<file path="config.mk">
export PLATFORM = sky130hd
export DESIGN_NAME = write_stage_flat
export DESIGN_NICKNAME = d
export VERILOG_FILES = /design/src/rtl/write_stage_if.sv /design/src/rtl/write_stage.sv /design/src/flat_wrapper.sv
export SDC_FILE = /design/constraint.sdc
export NUM_CORES = 1
export LEC_CHECK = 0
export CORE_UTILIZATION = 51
export CTS_CLUSTER_DIAMETER = 30
export DETAILED_ROUTE_END_ITERATION = 10
export PLACE_DENSITY = 0.85
export SYNTH_ARGS = -nofsm -noshare
export SYNTH_HDL_FRONTEND = slang
export SYNTH_SLANG_ARGS = --single-unit
</file>
<file path="constraint.sdc">
create_clock -name clock -period 9.2 [get_ports clock]
set_input_delay 1.84 -clock clock [delete_from_list [all_inputs] [get_ports clock]]
set_output_delay 1.84 -clock clock [all_outputs]
set_load 0.01 [all_outputs]
</file>
<file path="src/rtl/write_stage_if.sv">
// rtl/write_stage_if.sv - execute-to-write handshake interface
//
// Carries one instruction result from the execute stage to the write stage.
// The write stage drives hold back to stall execute while a store is pending.
//   pc                    instruction address of the retiring instruction
//   adjustment            store address offset added to the base register
//   destination_value     register write value, or store data
//   destination           target register index (may exceed the file depth)
//   flags                 condition flags produced by the instruction
//   destination_is_memory 1 = store to memory, 0 = register write
//   has_flushed           1 = first instruction fetched after a redirect
//   is_valid              instruction present this cycle
//   hold                  write stage cannot accept (driven by write stage)
interface i_execute_to_write;
    logic [31:0] pc;
    logic [31:0] adjustment;
    logic [31:0] destination_value;
    logic [7:0]  destination;
    logic [3:0]  flags;
    logic        destination_is_memory;
    logic        has_flushed;
    logic        is_valid;
    logic        hold;

    modport write_in (
        input  pc, adjustment, destination_value, destination, flags,
        input  destination_is_memory, has_flushed, is_valid,
        output hold
    );

    modport execute_out (
        output pc, adjustment, destination_value, destination, flags,
        output destination_is_memory, has_flushed, is_valid,
        input  hold
    );
endinterface

</file>
<file path="src/rtl/write_stage.sv">
// rtl/write_stage.sv - retire stage: register file, PC/flags update, store issue
//
// Retires instructions from execute into the architectural register file.
// Index NR-1 is Flags, NR-2 is PC, index 0 always reads zero.
// Optional feature macro: WRITE_STAGE_RETIRE_COUNT_EN adds the retired counter.
// Ports:
//   clock, reset_n   clock and asynchronous active-low reset
//   ew               instruction from execute (write_in modport), hold back
//   registers        architectural register file, to the read stage
//   is_pc_changing   one-cycle pulse when a retired instruction redirects PC
//   mem_address      store address
//   mem_data         store data
//   mem_write        store request, held until mem_ack
//   mem_ack          store acknowledge, only looked at while a store waits
//   retired          (macro only) count of processed instructions
module write_stage #(
    parameter int          NR       = 4,
    parameter logic [31:0] RESET_PC = 32'h0,
    parameter int          PC_STEP  = 4
) (
    input  logic                 clock,
    input  logic                 reset_n,
    i_execute_to_write.write_in  ew,
    output logic [NR-1:0][31:0]  registers,
    output logic                 is_pc_changing,
    output logic [31:0]          mem_address,
    output logic [31:0]          mem_data,
    output logic                 mem_write,
    input  logic                 mem_ack
`ifdef WRITE_STAGE_RETIRE_COUNT_EN
    ,
    output logic [31:0]          retired
`endif
);

    localparam int PC_IDX    = NR - 2;
    localparam int FLAGS_IDX = NR - 1;

    localparam logic [1:0] RUN      = 2'd0;
    localparam logic [1:0] MEM_WAIT = 2'd1;
    localparam logic [1:0] DRAIN    = 2'd2;

    logic [1:0]  state;
    logic        hold;
    logic        accept;
    logic        process;
    logic        is_store;
    logic        is_branch;
    logic [31:0] store_base;

    // Hold is a pure function of state so execute never sees a
    // combinational path from its own is_valid back to hold.
    assign hold    = (state == MEM_WAIT);
    assign ew.hold = hold;

    assign accept    = ew.is_valid && !hold;
    // In DRAIN only the first post-redirect instruction is real work;
    // everything fetched down the wrong path is dropped.
    assign process   = accept && ((state != DRAIN) || ew.has_flushed);
    assign is_store  = ew.destination_is_memory;
    assign is_branch = !is_store && (ew.destination == 8'(PC_IDX));

    // Store base register; out-of-range indices and index 0 read as zero.
    always_comb begin
        store_base = '0;
        for (int i = 1; i < NR; i++) begin
            if (ew.destination == 8'(i)) begin
                store_base = registers[i];
            end
        end
    end

    always_ff @(posedge clock or negedge reset_n) begin
        if (!reset_n) begin
            registers         <= '0;
            registers[PC_IDX] <= RESET_PC;
            state             <= RUN;
            is_pc_changing    <= 1'b0;
            mem_write         <= 1'b0;
            mem_address       <= '0;
            mem_data          <= '0;
`ifdef WRITE_STAGE_RETIRE_COUNT_EN
            retired           <= '0;
`endif
        end else begin
            is_pc_changing <= 1'b0;
            if (state == MEM_WAIT) begin
                if (mem_ack) begin
                    mem_write <= 1'b0;
                    state     <= RUN;
                end
            end else if (process) begin
`ifdef WRITE_STAGE_RETIRE_COUNT_EN
                retired <= retired + 32'd1;
`endif
                registers[FLAGS_IDX][3:0] <= ew.flags;
                if (is_branch) begin
                    registers[PC_IDX] <= ew.destination_value;
                    is_pc_changing    <= 1'b1;
                    state             <= DRAIN;
                end else begin
                    registers[PC_IDX] <= ew.pc + 32'(PC_STEP);
                    state             <= is_store ? MEM_WAIT : RUN;
                end
                if (is_store) begin
                    mem_address <= store_base + ew.adjustment;
                    mem_data    <= ew.destination_value;
                    mem_write   <= 1'b1;
                end
                // Full-word write issued after the flags nibble so an
                // explicit write to Flags wins over the flags update.
                for (int i = 1; i < NR; i++) begin
                    if (i != PC_IDX && !is_store && ew.destination == 8'(i)) begin
                        registers[i] <= ew.destination_value;
                    end
                end
            end
        end
    end

endmodule

</file>
<file path="src/flat_wrapper.sv">
// flat-port wrapper written by rule: the top's interface ports become plain ports
module write_stage_flat 
#(
    parameter int          NR       = 4,
    parameter logic [31:0] RESET_PC = 32'h0,
    parameter int          PC_STEP  = 4
)
  (clock, reset_n, registers, is_pc_changing, mem_address, mem_data, mem_write, mem_ack, ew_pc, ew_adjustment, ew_destination_value, ew_destination, ew_flags, ew_destination_is_memory, ew_has_flushed, ew_is_valid, ew_hold);
  i_execute_to_write ew_i ();
  input  logic clock;
  input  logic reset_n;
  output logic [NR-1:0][31:0] registers;
  output logic is_pc_changing;
  output logic [31:0] mem_address;
  output logic [31:0] mem_data;
  output logic mem_write;
  input  logic mem_ack;
  input wire logic [$bits(ew_i.pc)-1:0] ew_pc;
  input wire logic [$bits(ew_i.adjustment)-1:0] ew_adjustment;
  input wire logic [$bits(ew_i.destination_value)-1:0] ew_destination_value;
  input wire logic [$bits(ew_i.destination)-1:0] ew_destination;
  input wire logic [$bits(ew_i.flags)-1:0] ew_flags;
  input wire logic [$bits(ew_i.destination_is_memory)-1:0] ew_destination_is_memory;
  input wire logic [$bits(ew_i.has_flushed)-1:0] ew_has_flushed;
  input wire logic [$bits(ew_i.is_valid)-1:0] ew_is_valid;
  output wire logic [$bits(ew_i.hold)-1:0] ew_hold;
  assign ew_i.pc = ew_pc;
  assign ew_i.adjustment = ew_adjustment;
  assign ew_i.destination_value = ew_destination_value;
  assign ew_i.destination = ew_destination;
  assign ew_i.flags = ew_flags;
  assign ew_i.destination_is_memory = ew_destination_is_memory;
  assign ew_i.has_flushed = ew_has_flushed;
  assign ew_i.is_valid = ew_is_valid;
  assign ew_hold = ew_i.hold;
  write_stage #(.NR(NR), .RESET_PC(RESET_PC), .PC_STEP(PC_STEP)) u_core (.clock(clock), .reset_n(reset_n), .ew(ew_i), .registers(registers), .is_pc_changing(is_pc_changing), .mem_address(mem_address), .mem_data(mem_data), .mem_write(mem_write), .mem_ack(mem_ack));
endmodule
</file>
==> flow_metrics.env <==
export IMPL_routed_via_count=8556
export IMPL_overall_die_width_um=139
export IMPL_final_antenna_net_count=0
export IMPL_cts_resized=0
export IMPL_floorplan_die_area_um2=19300
export IMPL_clock_tree_htree_level_count=4
export IMPL_max_vdd_ir_drop_uv=129
export IMPL_holdCritPathClass="register to register"
export IMPL_timing_critical_path_arrival_ps=5840
export IMPL_grt_overflow_total=0
export IMPL_yosysWarnings=32
export IMPL_yosys_most_used_dff="sky130_fd_sc_hd__dfrtp_1"
export IMPL_crit_path_start_kind="input pin"
export IMPL_num_rows=49
export IMPL_ys_types=58
export IMPL_cts_root_buf="sky130_fd_sc_hd__clkbuf_16"
export IMPL_finalHoldViolations=0
export IMPL_nets=1435
export IMPL_tritoncts_num_sinks=164
export IMPL_num_fill_cells=1405
export IMPL_core_area_um2=18200
export IMPL_m1_gr_usage_pct=42.2
export IMPL_port_buffers=276
export IMPL_cts_made_buffers=17
export IMPL_postSynth_asyncResetShare_pct=100
export IMPL_cts_setup_buffers=0
export IMPL_fin_worst_hold_slack_ps=475
export IMPL_cts_hold_buffers_added=0
export IMPL_unrepaired_setup_endpoints_after_global_routing="no"
export IMPL_met2_resource_use_gr_pct=48.5
export IMPL_synth_yosys_seq_area_share_pct=42.8
export IMPL_drcViolationCount=17
export IMPL_gp_routability_congestion=0.905
export IMPL_fin_crit_sh_pct=59.6
export IMPL_drt_pass1_iter_count=8
export IMPL_timing_setup_tns_ps=0
export IMPL_pwr_density_cell_nw_per_um2=159
export IMPL_drt_iter0_drc=575
export IMPL_post_synth_instance_area_um2=9580
export IMPL_grt_max_degree=97
export IMPL_endpoint_kind="register"
export IMPL_ff_latch_area_um2=4100
export IMPL_die_height_um=139
export IMPL_critPathKind="input pin to register"
export IMPL_setup_viol=0
export IMPL_fin_worst_skew_ps=12.1
export IMPL_syn_inst=1041
export IMPL_crit_required_ps=9560
export IMPL_grt_pass1_vias=8441
export IMPL_post_synth_mux_area_share_pct=11.9
export IMPL_grt_use_met3_pct=7.18
export IMPL_worst_pin_slew_ps=1030
export IMPL_post_place_ws_ps=3270
export IMPL_max_freq_ghz=0.182
export IMPL_failed_checks="design-rule violations"
export IMPL_synth_top_family_by_area="simple AND/OR/NAND/NOR gates"
export IMPL_flow_area_growth_from_synthesis_pct=35.2
export IMPL_synth_xor_xnor_area_share_pct=4.39
export IMPL_clk_pin_slew_worst_setup_hold_paths_ps=70
export IMPL_floorplan_io_pins=309
export IMPL_grt_first_pass_wirelength_mm=46.8
export IMPL_critPathMaxFanout=36
export IMPL_synth_avg_cell_area_um2=9.20
export IMPL_post_route_worst_setup_slack_ps=3710
export IMPL_detail_route_wl_per_cell_um=19.2
export IMPL_viasPerCell=5.60
export IMPL_min_tclk_post_route_ps=5490
export IMPL_antenna_found_initial=1
export IMPL_synth_compound_area_share_pct=14.1
export IMPL_initial_utilization_pct=52.6
export IMPL_grt_most_used_layer="met2"
export IMPL_power_static_leakage_nw=5.96
export IMPL_area_of_the_multi_input_gates_um2=5090
export IMPL_post_synth_fa_ha_maj_area_fraction_pct=4.78
export IMPL_slew_limit_headroom_pct=31.3
export IMPL_clkLatencyLatePin_ps=430
export IMPL_wirelength_mm=29.4
export IMPL_report_power_total_mw=2.06
export IMPL_drive_above_1_share_pct=11.4
export IMPL_simple_gate_share_of_the_synthesized_area_pct=16.6
export IMPL_run_status="finished with violations"
export IMPL_gr_usage_all_layers_pct=31.3
export IMPL_ctsLongestPathBuffers=2
export IMPL_hpwlAfterDp_mm=21.3
export IMPL_maxCapViolCount=0
export IMPL_timing_max_transition_violations_final=0
export IMPL_synth_seq_cells=164
export IMPL_synth_enable_flop_cells=0
export IMPL_r2r_slack_ps=5790
export IMPL_tritoncts_clock_tree="yes"
[synthesized netlist by cell type (all sizes together) (2+ instances only)]
library cell	number	share of area [%]
nand2	195	7.6
dfrtp	164	43
mux2	92	11
nor2	84	3.3
o21ai	75	3.9
a21oi	55	2.9
clkbuf	47	1.8
buf	43	3.0
ha	35	4.6
a22oi	31	2.4
xor2	31	2.8
a21o	19	1.5
nand3	19	0.99
xnor2	17	1.6
inv	15	0.59
nand4	15	0.98
and3	12	0.78
mux2i	10	1.0
a31oi	8	0.52
nor3	8	0.47
a211oi	6	0.52
o31ai	5	0.39
and2	4	0.26
nand2b	4	0.26
nor2b	4	0.26
nor4	4	0.39
or3	4	0.26
a21boi	3	0.24
o211ai	3	0.24
and4	2	0.18
nor3b	2	0.16
o2111ai	2	0.25
o21a	2	0.16
o21bai	2	0.16
or2	2	0.13
or3b	2	0.18
[worst max-delay path: stages]
cell and delay [ps]:
sky130_fd_sc_hd__clkdlybuf4s50_1 410, sky130_fd_sc_hd__buf_4 250, sky130_fd_sc_hd__nor2b_2 420, sky130_fd_sc_hd__a22oi_1 160, sky130_fd_sc_hd__nor2_1 120, sky130_fd_sc_hd__ha_1 170, sky130_fd_sc_hd__inv_1 50, sky130_fd_sc_hd__fa_1 400
sky130_fd_sc_hd__and2b_1 240, sky130_fd_sc_hd__o2111ai_1 190, sky130_fd_sc_hd__a211oi_2 320, sky130_fd_sc_hd__o2111ai_2 200, sky130_fd_sc_hd__a21oi_2 290, sky130_fd_sc_hd__nor3_1 110, sky130_fd_sc_hd__or4_1 500, sky130_fd_sc_hd__a31oi_1 160
[worst paths after layout]
kind                                            from                     end  cells after the start
worst max-delay path               ew_destination[1]  u_core.mem_address[30]                     16
worst min-delay path             u_core.mem_data[24]     u_core.mem_data[24]                      2
worst max register to register  u_core.registers[97]  u_core.mem_address[30]                     13
worst min register to register   u_core.mem_data[24]     u_core.mem_data[24]                      2
max in group asynchronous                    reset_n    u_core.registers[45]                      2
min in group asynchronous                    reset_n      u_core.mem_data[8]                      1
[layout make-up]
cell class                 count  share of cell area, %
inverter                      15                  0.435
sequential                   164                   31.7
clock inverter                13                   1.13
clock buffer                  19                   3.42
timing repair buffer         284                   21.8
tap                          229                   2.21
multi-input combinational    803                   39.3
antenna                        1                 0.0193
[layout by cell type (no fill, tap or decap), drive strengths merged, types with 3 or more instances in the layout]
master         count
nor2b              4
a22oi             31
nand2b             4
o31ai              5
a21o              19
mux2              92
dfrtp            164
conb              32
and2               4
o211ai             3
or3                4
a31oi              8
xnor2             17
clkdlybuf4s50    274
nor2              84
nor4               4
a21boi             3
xor2              31
a21oi             55
clkbuf            19
mux2i             10
nand4             15
nand2            195
nand3             19
nor3               8
inv               19
buf               10
ha                35
a211oi             6
and3              12
clkinv             5
o21ai             75
[power by group]
group	internal (mW)	switching [mW]
combinational	0.253	0.229
clock	0.411	0.309
sequential	0.804	0.0547
[routing by layer]
layer	vias to the layer above	routed length, µm
met5	-	0
met4	0	1010
met3	57	2000
met2	324	13400
met1	4124	13000
li1	4051	-
[cell families (layout without fill, tap and decap cells)]
family | count (synthesis) | after routing
simple gates | 365 | 365
compound gates | 220 | 220
flops | 164 | 164
buf+inv | 105 | 331
mux | 102 | 102
xor+xnor | 48 | 48
fa+ha+maj | 36 | 36
other cells | 1 | 33
[flip-flops by register name, summed over array words and instances (netlist names)]
| signal | count |
|---|---|
| u_core.is_pc_changing | 1 |
| u_core.mem_address | 32 |
| u_core.mem_data | 32 |
| u_core.mem_write | 1 |
| u_core.registers | 96 |
| u_core.state | 2 |
[through the flow]
stage	utilization [%]	cells	area, µm²
final	71.1	1528	13000
after global routing	71.1	1528	13000
after CTS	71.1	1527	12900
after detailed placement	67.9	1495	12400
after global placement	67.9	1495	12400
after floorplan	-	1072	9700
Power figures use the tool's default switching activity.
